==> src/rtl/glitch_sweep_ctrl_pkg.sv <==
// Shared types and constants for the glitch delay sweep sequencer.
package glitch_pkg;

  localparam int DELAY_W_DEFAULT = 32;
  localparam int REP_W_DEFAULT   = 16;

  typedef enum logic [2:0] {
    S_IDLE = 3'd0,
    S_LOAD = 3'd1,
    S_ARM  = 3'd2,
    S_FIRE = 3'd3,
    S_COOL = 3'd4,
    S_STEP = 3'd5,
    S_DONE = 3'd6
  } sweep_state_t;

  // Width of a down-counter able to hold the value 'cycles' (at least 1 bit).
  function automatic int timer_width(input int cycles);
    if (cycles < 2) return 1;
    return $clog2(cycles + 1);
  endfunction

endpackage

==> src/rtl/glitch_sweep_ctrl_if.sv <==
// Link between the sweep sequencer and trigger_delay.
// The sequencer (master) drives delay/set_delay/trig_gated; trigger_delay
// (slave) returns delayed_trigger. set_delay is a one-cycle load strobe:
// trigger_delay captures delay in every cycle where set_delay is high,
// there is no back-pressure.
interface glitch_sweep_ctrl_if
  import glitch_pkg::*;
#(
  parameter int DELAY_W = DELAY_W_DEFAULT
) ();

  logic [DELAY_W-1:0] delay;
  logic               set_delay;
  logic               trig_gated;
  logic               delayed_trigger;

  modport master (
    output delay,
    output set_delay,
    output trig_gated,
    input  delayed_trigger
  );

  modport slave (
    input  delay,
    input  set_delay,
    input  trig_gated,
    output delayed_trigger
  );

endinterface

==> src/rtl/glitch_sweep_ctrl_cycle_timer.sv <==
// Loadable down-counter that stops at zero and flags it.
module cycle_timer #(
  parameter int W = 8
) (
  input  logic         clk,
  input  logic         rst,
  input  logic         load,
  input  logic [W-1:0] load_val,
  input  logic         en,
  output logic         zero
);

  logic [W-1:0] count;

  // Load has priority over counting; the count holds once it reaches zero.
  always_ff @(posedge clk or negedge rst) begin
    if (!rst) begin
      count <= '0;
    end else if (load) begin
      count <= load_val;
    end else if (en && (count != '0)) begin
      count <= count - 1'b1;
    end
  end

  assign zero = (count == '0);

endmodule

==> src/rtl/glitch_sweep_ctrl.sv <==
// Sweeps the trigger_delay delay from cfg_start to cfg_end in cfg_step
// increments, firing cfg_repeats gated attempts per point with a cooldown
// after each attempt.
module glitch_sweep_ctrl
  import glitch_pkg::*;
#(
  parameter int DELAY_W         = DELAY_W_DEFAULT,
  parameter int REP_W           = REP_W_DEFAULT,
  parameter int COOLDOWN_CYCLES = 1000,  // must be >= 1
  parameter int TIMEOUT_CYCLES  = 0      // 0 disables the ARM timeout
) (
  input  logic                clk,
  input  logic                rst,
  input  logic                start,
  input  logic                abort,
  input  logic [DELAY_W-1:0]  cfg_start,
  input  logic [DELAY_W-1:0]  cfg_end,
  input  logic [DELAY_W-1:0]  cfg_step,
  input  logic [REP_W-1:0]    cfg_repeats,
  input  logic                trigger_in,
  glitch_sweep_ctrl_if.master trig_if,
  output logic                busy,
  output logic                attempt_done,
  output logic                attempt_timeout,
  output logic                done,
  output logic                aborted,
  output logic [DELAY_W-1:0]  cur_delay,
  output logic [REP_W-1:0]    attempt_cnt,
  output sweep_state_t        fsm_state
);

  localparam int COOL_W = timer_width(COOLDOWN_CYCLES);
  localparam int TO_W   = timer_width(TIMEOUT_CYCLES);
  // The cooldown timer is loaded on the transition into COOL, so COOL lasts
  // load value + 1 cycles.
  localparam logic [COOL_W-1:0] COOL_LOAD = COOL_W'(COOLDOWN_CYCLES - 1);
  // The timeout timer is loaded on ARM entry and expires TIMEOUT_CYCLES
  // cycles later.
  localparam logic [TO_W-1:0]   TO_LOAD   = TO_W'(TIMEOUT_CYCLES);
  localparam bit                TO_EN     = (TIMEOUT_CYCLES != 0);

  sweep_state_t state_q, state_d;

  logic [DELAY_W-1:0] cfg_end_q, cfg_step_q, cur_delay_q;
  logic [REP_W-1:0]   rep_target_q, rep_q, rep_inc, attempt_cnt_q;
  logic               timeout_q, aborted_q;
  logic [DELAY_W:0]   next_sum;
  logic               empty_range;

  logic capture, advance, attempt_end, abort_take, set_timeout;
  logic cool_load, cool_en, cool_zero;
  logic to_load, to_en, to_zero;
  logic arm;

  assign next_sum    = {1'b0, cur_delay_q} + {1'b0, cfg_step_q};
  assign rep_inc     = rep_q + 1'b1;
  assign empty_range = (cfg_start > cfg_end);

  // State register.
  always_ff @(posedge clk or negedge rst) begin
    if (!rst) begin
      state_q <= S_IDLE;
    end else begin
      state_q <= state_d;
    end
  end

  // Next-state decode and per-cycle control strobes.
  always_comb begin
    state_d     = state_q;
    capture     = 1'b0;
    advance     = 1'b0;
    attempt_end = 1'b0;
    abort_take  = 1'b0;
    set_timeout = 1'b0;
    cool_load   = 1'b0;
    cool_en     = 1'b0;
    to_load     = 1'b0;
    to_en       = 1'b0;
    // DONE is excluded so a held abort cannot pin the FSM in DONE; the done
    // pulse is already under way there.
    if (abort && (state_q != S_IDLE) && (state_q != S_DONE)) begin
      state_d    = S_DONE;
      abort_take = 1'b1;
    end else begin
      case (state_q)
        S_IDLE: begin
          if (start && !abort) begin
            capture = 1'b1;
            state_d = empty_range ? S_DONE : S_LOAD;
          end
        end
        S_LOAD: begin
          to_load = 1'b1;
          state_d = S_ARM;
        end
        S_ARM: begin
          to_en = 1'b1;
          if (trig_if.delayed_trigger) begin
            state_d = S_FIRE;
          end else if (TO_EN && to_zero) begin
            state_d     = S_COOL;
            cool_load   = 1'b1;
            set_timeout = 1'b1;
          end
        end
        S_FIRE: begin
          if (!trig_if.delayed_trigger) begin
            state_d   = S_COOL;
            cool_load = 1'b1;
          end
        end
        S_COOL: begin
          if (cool_zero) begin
            attempt_end = 1'b1;
            if (rep_inc == rep_target_q) begin
              state_d = S_STEP;
            end else begin
              state_d = S_ARM;
              to_load = 1'b1;
            end
          end else begin
            cool_en = 1'b1;
          end
        end
        S_STEP: begin
          if ((cfg_step_q == '0) || next_sum[DELAY_W] ||
              (next_sum[DELAY_W-1:0] > cfg_end_q)) begin
            state_d = S_DONE;
          end else begin
            state_d = S_LOAD;
            advance = 1'b1;
          end
        end
        S_DONE: begin
          state_d = S_IDLE;
        end
        default: begin
          state_d = S_IDLE;
        end
      endcase
    end
  end

  // Sweep datapath: captured config, current point and attempt bookkeeping.
  always_ff @(posedge clk or negedge rst) begin
    if (!rst) begin
      cfg_end_q     <= '0;
      cfg_step_q    <= '0;
      rep_target_q  <= '0;
      cur_delay_q   <= '0;
      rep_q         <= '0;
      attempt_cnt_q <= '0;
      timeout_q     <= 1'b0;
      aborted_q     <= 1'b0;
    end else begin
      if (capture) begin
        cfg_end_q     <= cfg_end;
        cfg_step_q    <= cfg_step;
        rep_target_q  <= (cfg_repeats == '0) ? REP_W'(1) : cfg_repeats;
        rep_q         <= '0;
        attempt_cnt_q <= '0;
        aborted_q     <= 1'b0;
        if (!empty_range) begin
          cur_delay_q <= cfg_start;
        end
      end
      if (advance) begin
        cur_delay_q <= next_sum[DELAY_W-1:0];
        rep_q       <= '0;
      end
      if (attempt_end) begin
        rep_q <= rep_inc;
        if (attempt_cnt_q != '1) begin
          attempt_cnt_q <= attempt_cnt_q + 1'b1;
        end
      end
      if (to_load) begin
        timeout_q <= 1'b0;
      end
      if (set_timeout) begin
        timeout_q <= 1'b1;
      end
      if (abort_take) begin
        aborted_q <= 1'b1;
      end
    end
  end

  cycle_timer #(.W(COOL_W)) u_cool_timer (
    .clk      (clk),
    .rst      (rst),
    .load     (cool_load),
    .load_val (COOL_LOAD),
    .en       (cool_en),
    .zero     (cool_zero)
  );

  cycle_timer #(.W(TO_W)) u_timeout_timer (
    .clk      (clk),
    .rst      (rst),
    .load     (to_load),
    .load_val (TO_LOAD),
    .en       (to_en),
    .zero     (to_zero)
  );

  // arm is a state decode, dropped combinationally by abort so the target
  // trigger is cut off in the same cycle.
  assign arm                = ((state_q == S_ARM) || (state_q == S_FIRE)) && !abort;
  assign trig_if.trig_gated = trigger_in & arm;
  assign trig_if.set_delay  = (state_q == S_LOAD);
  assign trig_if.delay      = cur_delay_q;

  assign busy            = (state_q != S_IDLE);
  assign done            = (state_q == S_DONE);
  assign aborted         = done & aborted_q;
  assign attempt_done    = attempt_end;
  assign attempt_timeout = attempt_end & timeout_q;
  assign cur_delay       = cur_delay_q;
  assign attempt_cnt     = attempt_cnt_q;
  assign fsm_state       = state_q;

endmodule

==> src/flat_wrapper.sv <==
// flat-port wrapper written by rule: the top's interface ports become plain ports
module glitch_sweep_ctrl_flat import glitch_pkg::*;
#(
  parameter int DELAY_W         = DELAY_W_DEFAULT,
  parameter int REP_W           = REP_W_DEFAULT,
  parameter int COOLDOWN_CYCLES = 1000,                 
  parameter int TIMEOUT_CYCLES  = 0                                   
)
  (clk, rst, start, abort, cfg_start, cfg_end, cfg_step, cfg_repeats, trigger_in, busy, attempt_done, attempt_timeout, done, aborted, cur_delay, attempt_cnt, fsm_state, trig_if_delay, trig_if_set_delay, trig_if_trig_gated, trig_if_delayed_trigger);
  glitch_sweep_ctrl_if #(.DELAY_W(DELAY_W)) trig_if_i ();
  input  logic clk;
  input  logic rst;
  input  logic start;
  input  logic abort;
  input  logic [DELAY_W-1:0] cfg_start;
  input  logic [DELAY_W-1:0] cfg_end;
  input  logic [DELAY_W-1:0] cfg_step;
  input  logic [REP_W-1:0] cfg_repeats;
  input  logic trigger_in;
  output logic busy;
  output logic attempt_done;
  output logic attempt_timeout;
  output logic done;
  output logic aborted;
  output logic [DELAY_W-1:0] cur_delay;
  output logic [REP_W-1:0] attempt_cnt;
  output sweep_state_t fsm_state;
  output wire logic [$bits(trig_if_i.delay)-1:0] trig_if_delay;
  output wire logic [$bits(trig_if_i.set_delay)-1:0] trig_if_set_delay;
  output wire logic [$bits(trig_if_i.trig_gated)-1:0] trig_if_trig_gated;
  input wire logic [$bits(trig_if_i.delayed_trigger)-1:0] trig_if_delayed_trigger;
  assign trig_if_delay = trig_if_i.delay;
  assign trig_if_set_delay = trig_if_i.set_delay;
  assign trig_if_trig_gated = trig_if_i.trig_gated;
  assign trig_if_i.delayed_trigger = trig_if_delayed_trigger;
  glitch_sweep_ctrl #(.DELAY_W(DELAY_W), .REP_W(REP_W), .COOLDOWN_CYCLES(COOLDOWN_CYCLES), .TIMEOUT_CYCLES(TIMEOUT_CYCLES)) u_core (.clk(clk), .rst(rst), .start(start), .abort(abort), .cfg_start(cfg_start), .cfg_end(cfg_end), .cfg_step(cfg_step), .cfg_repeats(cfg_repeats), .trigger_in(trigger_in), .trig_if(trig_if_i), .busy(busy), .attempt_done(attempt_done), .attempt_timeout(attempt_timeout), .done(done), .aborted(aborted), .cur_delay(cur_delay), .attempt_cnt(attempt_cnt), .fsm_state(fsm_state));
endmodule
==> config.mk <==
export PLATFORM = sky130hd
export DESIGN_NAME = glitch_sweep_ctrl_flat
export DESIGN_NICKNAME = d
export VERILOG_FILES = /design/src/rtl/glitch_sweep_ctrl_pkg.sv /design/src/rtl/glitch_sweep_ctrl_if.sv /design/src/rtl/glitch_sweep_ctrl_cycle_timer.sv /design/src/rtl/glitch_sweep_ctrl.sv /design/src/flat_wrapper.sv
export SDC_FILE = /design/constraint.sdc
export NUM_CORES = 1
export LEC_CHECK = 0
export CAP_MARGIN = 10
export CORE_MARGIN = 2
export CORE_UTILIZATION = 30
export DETAILED_ROUTE_END_ITERATION = 12
export HOLD_SLACK_MARGIN = 0.03
export PLACE_DENSITY = 0.63
export SYNTH_ARGS = -nofsm -noshare
export SYNTH_HDL_FRONTEND = slang
export SYNTH_HIERARCHICAL = 1
export SYNTH_SLANG_ARGS = --single-unit
==> constraint.sdc <==
create_clock -name clk -period 13.26 [get_ports clk]
set_input_delay 3.978 -clock clk [delete_from_list [all_inputs] [get_ports clk]]
set_output_delay 3.978 -clock clk [all_outputs]
set_load 0.05 [all_outputs]
### After elaboration in Yosys (flattened, before gate mapping)

Index checks and enable logic that the tools add are counted.

* register bits after elaboration: 158
* output and inout port bits: 90
* word-level logic and storage cells: 91

* add/sub/neg operators: 4
* $lt $le $gt $ge: 2
* eq/ne operators: 14
* multiplexer cells: 39
* bitwise operators: 2
* reduce and logical (&&, ||, !) cells: 21

Operator list (count)
* $mux W16: 7
* $mux W32: 3
* $gt A32 B32 Y1: 2
* $add A32 B32 Y33: 1
* $add A16 B1 Y16 const B: 2
* $logic_not A32 Y1: 1
* $mux W3: 8
* $mux W10: 2
* $mux W1: 18
* $pmux W3 S6: 1
* $eq A16 B16 Y1: 1
* $logic_not A16 Y1: 1
* $ne A16 B16 Y1 const B: 1
* $logic_not A10 Y1: 1
* $reduce_bool A10 Y1: 1
* $sub A10 B1 Y10 const B: 1
* $eq A3 B3 Y1 const B: 3
* $eq A3 B2 Y1 const B: 2
* $ne A3 B1 Y1 const B: 2
* $ne A3 B2 Y1 const B: 2
* $reduce_bool A2 Y1: 3
* $reduce_bool A3 Y1: 2
* $logic_and A1 B1 Y1: 5
* $reduce_and A4 Y1: 1
* other kinds (8): 11

### Depth between registers and ports, before layout

Gate-level depths: netlist (run 1).

* depth after elaboration: 8
* depth in mapped cells: 21
* depth with buffers taken out: 19

### Hierarchy

Netlist (run 1), hierarchy kept.

Modules (own cells, without submodules)
* glitch_sweep_ctrl: times used 1, cells an instance 1244, area an instance 10458.8 um^2, seq. area each 3703.6 um^2
* cycle_timer: times used 1, cells an instance 67, area an instance 621.8 um^2, seq. area each 250.2 um^2

### Least setup slack after synthesis (run 1)

No wires, ideal clock.

* path type: input -> output
* from: input abort
* to: output trig_if_trig_gated
* arrival time: 5325 ps
* data required time: 9282 ps
* setup slack: 3957 ps
* stages on the path: 2
* path buffers: 1
* path through: clkbuf_1 > nor3b_1

* cells in the longest elaborated chain, start to end: 3

Ends and longest elaborated chain
* start, declared: line flat_wrapper.sv:14 `input logic abort;`
* $logic_not A1 Y1: line glitch_sweep_ctrl.sv:210 `assign arm = ((state_q == S_ARM) || (state_q == S_FIRE)) && !abort;`
* $logic_and A1 B1 Y1: line glitch_sweep_ctrl.sv:210
* $and A1 B1 Y1: line glitch_sweep_ctrl.sv:211 `assign trig_if.trig_gated = trigger_in & arm;`
* end, declared: line flat_wrapper.sv:30 `output wire logic [$bits(trig_if_i.trig_gated)-1:0] trig_if_trig_gated;`

No other way between the ends.

### Worst setup path after layout (run 1)

* from: input abort
* to: output attempt_done

* cells in the longest elaborated chain, start to end: 3

Ends and longest elaborated chain
* $logic_and A1 B1 Y1 (2 in a row): line glitch_sweep_ctrl.sv:82 `if (abort && (state_q != S_IDLE) && (state_q != S_DONE)) begin`
* $mux W1: line glitch_sweep_ctrl.sv:82
* end, declared: line flat_wrapper.sv:21 `output logic attempt_done;`

No other way between the ends.

==> tab_implementation.tex, run 1 <==
\begin{tabular}{lr}
\hline
Metric & Value \\
\hline
\multicolumn{2}{l}{\textbf{Outcome}} \\
\quad Outcome & complete, no violations \\
\multicolumn{2}{l}{\textbf{Placed design}} \\
\quad Total placed cells including tap cells & 1,918 \\
\quad Placed cell area & between 10,000 and 15,000 sq um \\
\quad Dpl hpwl & 25,200 microns \\
\quad Final weighted congestion of routability-driven global placement & 0.874 \\
\quad Number of buffer cells added on primary ports & roughly 210 \\
\multicolumn{2}{l}{\textbf{Yosys}} \\
\quad Distinct cell type count after synthesis & 80 \\
\quad Share of synthesized area spent on multiplexers & around 1.5\% \\
\quad Fraction of synthesized cell area in xor and xnor cells & around 5.1\% \\
\quad Biggest area consumer among synthesized cells & sky130\_fd\_sc\_hd\_\_dfrtp\_1 \\
\quad Post-synthesis share of cell area spent on full adders, half adders and majority gates & a little under an eighth \\
\quad Number of warnings printed during yosys synthesis & 6 \\
\quad Most frequent cell after synthesis & sky130\_fd\_sc\_hd\_\_nand2\_1 \\
\quad Largest cells by area after synthesis & sky130\_fd\_sc\_hd\_\_dfrtp\_1, sky130\_fd\_sc\_hd\_\_ha\_1, sky130\_fd\_sc\_hd\_\_nand2\_1 \\
\quad Ranking of synthesized cells by instance count & sky130\_fd\_sc\_hd\_\_nand2\_1, sky130\_fd\_sc\_hd\_\_dfrtp\_1, sky130\_fd\_sc\_hd\_\_inv\_1 \\
\quad Share of synthesized area occupied by flip-flops and latches & between 30\% and 40\% \\
\quad Share of the synthesized area in the top cell type & 35.7\% \\
\quad Fraction of registers with async set/reset & between 90\% and 100\% \\
\quad EDFF count, synth & 0 \\
\quad Post-Synth Simple-Gate Area & 19.4\% \\
\quad Dominant combinational cell family by area after synthesis & simple AND/OR/NAND/NOR gates \\
\quad Post-synthesis compound-gate area fraction & approximately a fifth \\
\quad Count of mapped cells out of synthesis & 1,311 \\
\quad Flop and latch count out of synthesis & about 160 \\
\quad Synthesized area per cell & 8.45 sq um \\
\quad Top FF cell, synth & sky130\_fd\_sc\_hd\_\_dfrtp\_1 \\
\quad Area of the mapped netlist & around 11,000 sq um \\
\multicolumn{2}{l}{\textbf{Global routing}} \\
\quad Maximum number of pins on one net before global-route repair & 98 \\
\quad Overall fraction of global-route tracks in use & 17.4\% \\
\quad Global-route wire length before repair & approximately 52,000 microns \\
\quad Leftover overflow at the end of global routing & 0 \\
\quad Vias in the first global route & about 9,500 \\
\quad Initial antenna violation count & 2 \\
\multicolumn{2}{l}{\textbf{Power}} \\
\quad Power spent charging and discharging nets & approximately 1.9 mW \\
\quad Power per cell area & between 200 and 300 nW/um\^{}2 \\
\quad Share of total power in sequential cells & approximately 23\% \\
\quad Switching share of power & 49.3\% \\
\quad Largest voltage drop on the vdd net & around 0.000095 V \\
\quad Clock share of power & $\sim$15\% \\
\quad Cell-internal power & 1.92 mW \\
\quad Leakage power & around 6.3 nW \\
\quad Combinational Power Share & 62.5\% \\
\multicolumn{2}{l}{\textbf{Job}} \\
\quad Maximum capacitance violations & 0 \\
\multicolumn{2}{l}{\textbf{Timing}} \\
\quad Post-Route Skew & 15.7 ps \\
\quad Post-route minimum period & 10,950 ps \\
\quad Number of hold violations in the final report & 0 \\
\quad Finish-stage setup viols & 0 \\
\quad Final Cycle Share & between 80\% and 90\% \\
\quad Max-slew violation total from the final report & 0 \\
\quad Aggregate negative setup slack & 0 ps \\
\quad Worst-case headroom to the max-slew limit & 34.0\% \\
\quad Actual slew at the worst max-slew pin & 990 ps \\
\quad FMAX & a little over 0.09 GHz \\
\quad Setup repair after global routing missed its margin & no \\
\multicolumn{2}{l}{\textbf{Drt}} \\
\quad Remaining number of nets flagged by the antenna check after routing & 0 \\
\quad WL final & 33,500 microns \\
\quad Drt pass-1 iters & 5 \\
\quad Total DRC errors in the routed layout & 0 \\
\quad 1st-iter DRT viols & 602 \\
\quad Number of vias after detailed routing & between 9,000 and 10,000 \\
\quad Wire per inst & about 17 microns \\
\quad Vias per std cell & just over 5 \\
\multicolumn{2}{l}{\textbf{Die}} \\
\quad Io pins & about 210 \\
\quad Placement Rows & 70 \\
\quad Starting density of the core & a little under a third \\
\quad Die ar. & roughly 38,000 sq um \\
\quad Area of the core & about 37,000 sq um \\
\quad Die extent in y & $\sim$200 microns \\
\quad Die outline width & 196 microns \\
\multicolumn{2}{l}{\textbf{Worst setup path}} \\
\quad Slowest Stage Delay on Critical Path & $\sim$940 ps \\
\quad Stages on the worst setup path & 5 \\
\quad Critical path arrival & approximately 7000 ps \\
\quad Standard cell with the maximum stage delay on the critical path & sky130\_fd\_sc\_hd\_\_clkdlybuf4s50\_1 \\
\quad Type of the worst setup path & input port to primary output \\
\quad Path depth of the worst reg2reg path & 19 \\
\quad Startpoint class of the critical path & input port \\
\quad Largest delay share family, worst path & buffers and inverters \\
\quad Worst path required time & 9280 ps \\
\quad Endpoint class of the critical path & primary output \\
\quad Buffering stage count on the worst path with inverters included & 4 \\
\quad Critical path, cell by cell & clkdlybuf4s50\_1 > inv\_1 > nand4\_2 > inv\_1 > clkdlybuf4s50\_1 \\
\quad Top fanout value on the critical path & 21 \\
\multicolumn{2}{l}{\textbf{Clock tree}} \\
\quad Root buffer cell & sky130\_fd\_sc\_hd\_\_clkbuf\_16 \\
\quad Post-cts hold buffer count & 0 \\
\quad Clock sink count & 158 \\
\quad TritonCTS clock tree & done \\
\quad Level count of the clock H-tree & 4 \\
\quad Buffers inserted by post-CTS timing repair & 0 \\
\quad Clock slew at reported path FFs & 60 ps \\
\quad Clock buffer depth & 2 \\
\quad Clk\_lat worst skew & about 440 ps \\
\quad Resize count post-CTS & 0 \\
\quad Clock buffers created by TritonCTS & 17 \\
\multicolumn{2}{l}{\textbf{Final layout}} \\
\quad Nets@finish & around 1,700 \\
\quad Area of the multi-input gates & approximately 6300 sq um \\
\quad Storage element area & just under 4000 sq um \\
\quad Number of non-filler instances in the completed layout & about 2,000 \\
\quad Number of fillers in the final layout & approximately 3,700 \\
\quad Ratio of cells with drive above 1 in the final layout & between 5 and 6\% \\
\quad Finished Cell Area & approximately 14,000 sq um \\
\quad Synthesis-to-finish area growth & 26.4\% \\
\multicolumn{2}{l}{\textbf{Hold path}} \\
\quad Number of stages on the worst hold path & 2 \\
\quad Kind of path behind the tightest hold check & register to register \\
\hline
\end{tabular}
## metal layers
metal	wire, microns	up-vias	share of wire [%]	track usage, %
li1	-	4885	-	-
met5	13	-	0.039	0
met3	1900	29	5.7	3.30
met1	15700	4743	47	23.8
met2	15400	273	46	28.0
met4	499	2	1.5	4.94
## path summary, 6_finish.rpt
check	from	end	slack [ps]
setup / recovery	abort	attempt_done	2310
hold / removal	u_core/rep_target_q[13]$_DFFE_PN0P_	u_core/rep_target_q[13]$_DFFE_PN0P_	490
setup reg to reg	u_core/cur_delay[0]$_DFFE_PN0P_	u_core/cur_delay[30]$_DFFE_PN0P_	7410
hold reg to reg	u_core/rep_target_q[13]$_DFFE_PN0P_	u_core/rep_target_q[13]$_DFFE_PN0P_	490
max in group asynchronous	rst	u_core/rep_target_q[15]$_DFFE_PN0P_	8200
min in group asynchronous	rst	u_core/cfg_end_q[29]$_DFFE_PN0P_	3600
## per-stage QoR
step | hold WS, ps | power (mW) | util [%] | worst slack (ps)
2_1_floorplan | 445 | 2.59 | - | 3960
3_3_place_gp | 473 | 3.16 | 36.6 | 2430
3_5_place_dp | 474 | 3.21 | 36.6 | 2310
4_1_cts | 495 | 3.80 | 38.3 | 2330
5_1_grt | 516 | 4.09 | 38.3 | 2170
6_report | 495 | 3.79 | 38.3 | 2310
## cells in the final DEF (no fill, tap or decap), drive strengths merged, types with 4 or more instances in the layout
| master | n |
|---|---|
| nand2 | 241 |
| clkdlybuf4s50 | 205 |
| dfrtp | 158 |
| inv | 109 |
| ha | 99 |
| o21ai | 98 |
| a21oi | 90 |
| nor2 | 44 |
| xnor2 | 42 |
| nand3 | 32 |
| a21o | 26 |
| nand4 | 26 |
| xor2 | 23 |
| a22oi | 22 |
| nor4 | 22 |
| clkbuf | 19 |
| nor3 | 19 |
| a31oi | 15 |
| or3 | 13 |
| nand2b | 12 |
| o211ai | 11 |
| conb | 11 |
| nor2b | 10 |
| and3 | 10 |
| mux2 | 10 |
| a221o | 8 |
| o21a | 8 |
| buf | 8 |
| and2 | 7 |
| a211oi | 6 |
| o31ai | 6 |
| o21bai | 6 |
| or4 | 6 |
| bufinv | 5 |
| mux2i | 5 |
| and4 | 4 |
| o221a | 4 |
## layout make-up
| type | instances | area share, % |
|---|---|---|
| inverter | 107 | 2.87 |
| clock inverter | 12 | 1.48 |
| tap | 468 | 4.18 |
| timing repair buffer | 213 | 15.1 |
| antenna | 1 | 0.0179 |
| multi-input combinational | 972 | 44.9 |
| clock buffer | 19 | 3.16 |
| sequential | 158 | 28.2 |
## state kept, by name (all words and copies together) (netlist names)
register	cells
u_core/cfg_end_q	32
u_core/rep_q	16
u_core/u_cool_timer/count	10
u_core/cfg_step_q	32
u_core/aborted_q	1
u_core/fsm_state	3
u_core/attempt_cnt	16
u_core/cur_delay	32
u_core/rep_target_q	16
## cell families (layout without fill, tap and decap cells)
group	after synthesis	count (layout)
adder cells (fa/ha/maj)	100	100
AND/OR/NAND/NOR	453	453
multiplexers	15	15
AO/OA/AOI/OAI	328	328
flip-flops	158	158
other	2	12
buffers and inverters	190	351
XOR/XNOR	65	65
## worst reg2reg max path, delay by kind of cell, from the launching register on
kind | cells | cell delay (ps)
XOR/XNOR | 1 | 170
AND/OR/NAND/NOR | 5 | 1610
adder cells (fa/ha/maj) | 3 | 980
buffers and inverters | 1 | 70
flip-flops | 1 | 460
AO/OA/AOI/OAI | 9 | 2510
## power groups by stage
stage | Sequential [mW] | Clock [mW] | Combinational [mW]
6_report | 0.864 | 0.560 | 2.37
5_1_grt | 0.893 | 0.592 | 2.60
4_1_cts | 0.867 | 0.572 | 2.36
3_5_place_dp | 0.875 | 0 | 2.34
3_3_place_gp | 0.868 | 0 | 2.29
2_1_floorplan | 0.979 | 0 | 1.61
No activity file was read; power rests on OpenSTA's default activity.
==> run 2: changes to the inputs <==
PLACE_DENSITY = 0.65   (was 0.63)
clock period = 9.91 ns   (was 13.26 ns; I/O delays follow)
==> run 2 against run 1 <==
Effect of this change: non-clock buffer count grew 2; clock power up 13%; hold slack better by 0.80 ps; count of clock-buffer cells in the layout unchanged; cell count is 0.15% higher; sequential power rose by 33%; critical path type unchanged; largest power group unchanged.
==> tab_implementation.tex, run 2 (synthesis gave the netlist of run 1 again) <==
\begin{tabular}{lr}
\hline
Metric & Value \\
\hline
\multicolumn{2}{l}{\textbf{Final layout}} \\
\quad Nets@finish & between 1,500 and 2,000 \\
\quad Ratio of cells with drive above 1 in the final layout & 5.59\% \\
\quad Most common library cell in the layout ignoring fill and taps & sky130\_fd\_sc\_hd\_\_nand2\_1 \\
\quad Synthesis-to-finish area growth & 25.7\% \\
\quad Most used cells in the layout excluding fill and tap cells & sky130\_fd\_sc\_hd\_\_nand2\_1, sky130\_fd\_sc\_hd\_\_clkdlybuf4s50\_1, sky130\_fd\_sc\_hd\_\_dfrtp\_1 \\
\multicolumn{2}{l}{\textbf{Clock tree}} \\
\quad Buffers inserted by post-CTS timing repair & 0 \\
\quad TritonCTS clock tree & done \\
\quad Clock buffers created by TritonCTS & 17 \\
\quad Clk\_lat worst skew & $\sim$430 ps \\
\quad Clock sink count & approximately 160 \\
\quad Clock slew at reported path FFs & roughly 70 ps \\
\quad Post-cts hold buffer count & 0 \\
\quad Resize count post-CTS & 0 \\
\quad Root buffer cell & sky130\_fd\_sc\_hd\_\_clkbuf\_16 \\
\quad Clock buffer depth & 2 \\
\quad Level count of the clock H-tree & 4 \\
\multicolumn{2}{l}{\textbf{Power}} \\
\quad Leakage power & roughly 6.3 nW \\
\quad Largest voltage drop on the vdd net & approximately 0.00013 V \\
\quad Final Total Pwr & about 5 mW \\
\quad Power per cell area & around 350 nW/um\^{}2 \\
\multicolumn{2}{l}{\textbf{Hold path}} \\
\quad Kind of path behind the tightest hold check & register to register \\
\quad Number of stages on the worst hold path & 2 \\
\multicolumn{2}{l}{\textbf{Worst setup path}} \\
\quad Top fanout value on the critical path & 17 \\
\quad Endpoint class of the critical path & primary output \\
\quad Worst path required time & 6940 ps \\
\quad Critical path arrival & approximately 5100 ps \\
\quad Type of the worst setup path & input port to primary output \\
\quad Startpoint class of the critical path & input port \\
\quad Path depth of the worst reg2reg path & 19 \\
\multicolumn{2}{l}{\textbf{Timing}} \\
\quad Max-slew violation total from the final report & 0 \\
\quad Worst-case headroom to the max-slew limit & between 30\% and 40\% \\
\quad Least setup slack across all paths after layout & around 1900 ps \\
\quad Finish-stage setup viols & 0 \\
\quad Setup repair after global routing missed its margin & no \\
\quad Aggregate negative setup slack & 0 ps \\
\quad Actual slew at the worst max-slew pin & 992 ps \\
\quad Post-route minimum period & 8050 ps \\
\quad Final Cycle Share & between 80 and 90\% \\
\quad Post-Route Skew & approximately 12 ps \\
\quad Number of hold violations in the final report & 0 \\
\quad FMAX & roughly 0.12 GHz \\
\multicolumn{2}{l}{\textbf{Global routing}} \\
\quad Global-route wire length before repair & 51,400 microns \\
\quad Maximum number of pins on one net before global-route repair & around 100 \\
\quad Vias in the first global route & $\sim$9,600 \\
\quad Leftover overflow at the end of global routing & 0 \\
\quad Initial antenna violation count & 2 \\
\quad Overall fraction of global-route tracks in use & 17.0\% \\
\multicolumn{2}{l}{\textbf{Die}} \\
\quad Die ar. & 38,500 sq um \\
\quad Area of the core & approximately 37,000 sq um \\
\quad Die extent in y & approximately 200 microns \\
\quad Placement Rows & 70 \\
\quad Starting density of the core & 30.3\% \\
\quad Io pins & around 210 \\
\quad Die outline width & $\sim$200 microns \\
\multicolumn{2}{l}{\textbf{Drt}} \\
\quad Vias per std cell & 5.10 \\
\quad DRT met1 WL & about 16,000 microns \\
\quad Routed wl met3 & $\sim$1700 microns \\
\quad Wire per inst & $\sim$17 microns \\
\quad WL final & around 33,000 microns \\
\quad Drt pass-1 iters & 5 \\
\quad Remaining number of nets flagged by the antenna check after routing & 0 \\
\quad Detailed route wirelength on metal2 & roughly 15,000 microns \\
\quad Number of vias after detailed routing & 9,969 \\
\quad 1st-iter DRT viols & 607 \\
\quad Total DRC errors in the routed layout & 0 \\
\quad Highest routed layer & met5 \\
\multicolumn{2}{l}{\textbf{Placed design}} \\
\quad Final weighted congestion of routability-driven global placement & slightly below 0.9 \\
\quad Dpl hpwl & between 20,000 and 25,000 microns \\
\quad Number of buffer cells added on primary ports & just over 200 \\
\quad Worst slack at placement & 1870 ps \\
\multicolumn{2}{l}{\textbf{Job}} \\
\quad Maximum capacitance violations & 0 \\
\multicolumn{2}{l}{\textbf{Outcome}} \\
\quad Outcome & complete, no violations \\
\hline
\end{tabular}
-- run 2: final cells by class --
| cell class | instances | area (sq um) |
|---|---|---|
| clock buffers | 19 | 453 |
| repair buffers | 215 | 2130 |
| flip-flops and latches | 158 | 3950 |
| clock inverters | 13 | 105 |
| well taps | 468 | 586 |
| diodes | 1 | 2.50 |
| fillers | 3669 | 22600 |
| inverters | 107 | 402 |
| multi-input cells | 972 | 6290 |
-- run 2: where the power goes --
part	total [mW]	internal, mW	leakage, nW	switching [mW]
registers	1.15	0.894	1.99	0.255
logic	3.16	1.22	4.01	1.94
clock network	0.631	0.339	0.268	0.292
total	4.94	2.46	6.27	2.49
-- run 2: routing by layer --
metal,global-route usage (%),vias to the layer above
li1,-,4884
met1,23.4,4745
met2,27.1,302
met3,3.11,36
met4,4.83,2
met5,0,-
-- run 2: worst max-delay path: stages --
cell and delay (ps):
sky130_fd_sc_hd__clkdlybuf4s50_1 630, sky130_fd_sc_hd__inv_1 240, sky130_fd_sc_hd__nand4_2 110, sky130_fd_sc_hd__buf_4 220
sky130_fd_sc_hd__inv_1 90, sky130_fd_sc_hd__clkdlybuf4s50_1 810
-- run 2: final timing paths --
path                                                 start                             endpoint  slack [ps]
setup / recovery                                     abort                         attempt_done        1860
hold / removal             u_core/cfg_end_q[0]$_DFFE_PN0P_      u_core/cfg_end_q[0]$_DFFE_PN0P_         500
setup reg to reg           u_core/cur_delay[0]$_DFFE_PN0P_     u_core/cur_delay[29]$_DFFE_PN0P_        3910
hold reg to reg            u_core/cfg_end_q[0]$_DFFE_PN0P_      u_core/cfg_end_q[0]$_DFFE_PN0P_         500
max in group asynchronous                              rst  u_core/rep_target_q[14]$_DFFE_PN0P_        5960
min in group asynchronous                              rst     u_core/cfg_end_q[30]$_DFFE_PN0P_        2620
-- run 2: stage by stage --
step                      utilization (%)  std cells  hold slack, ps  instance area [sq um]
after floorplan                         -       1320             445                  11100
final                                38.1       1953             496                  13900
after detailed placement             36.6       1920             478                  13400
after global placement               36.6       1920             471                  13400
after CTS                            38.1       1952             496                  13900
after global routing                 38.1       1952             513                  13900
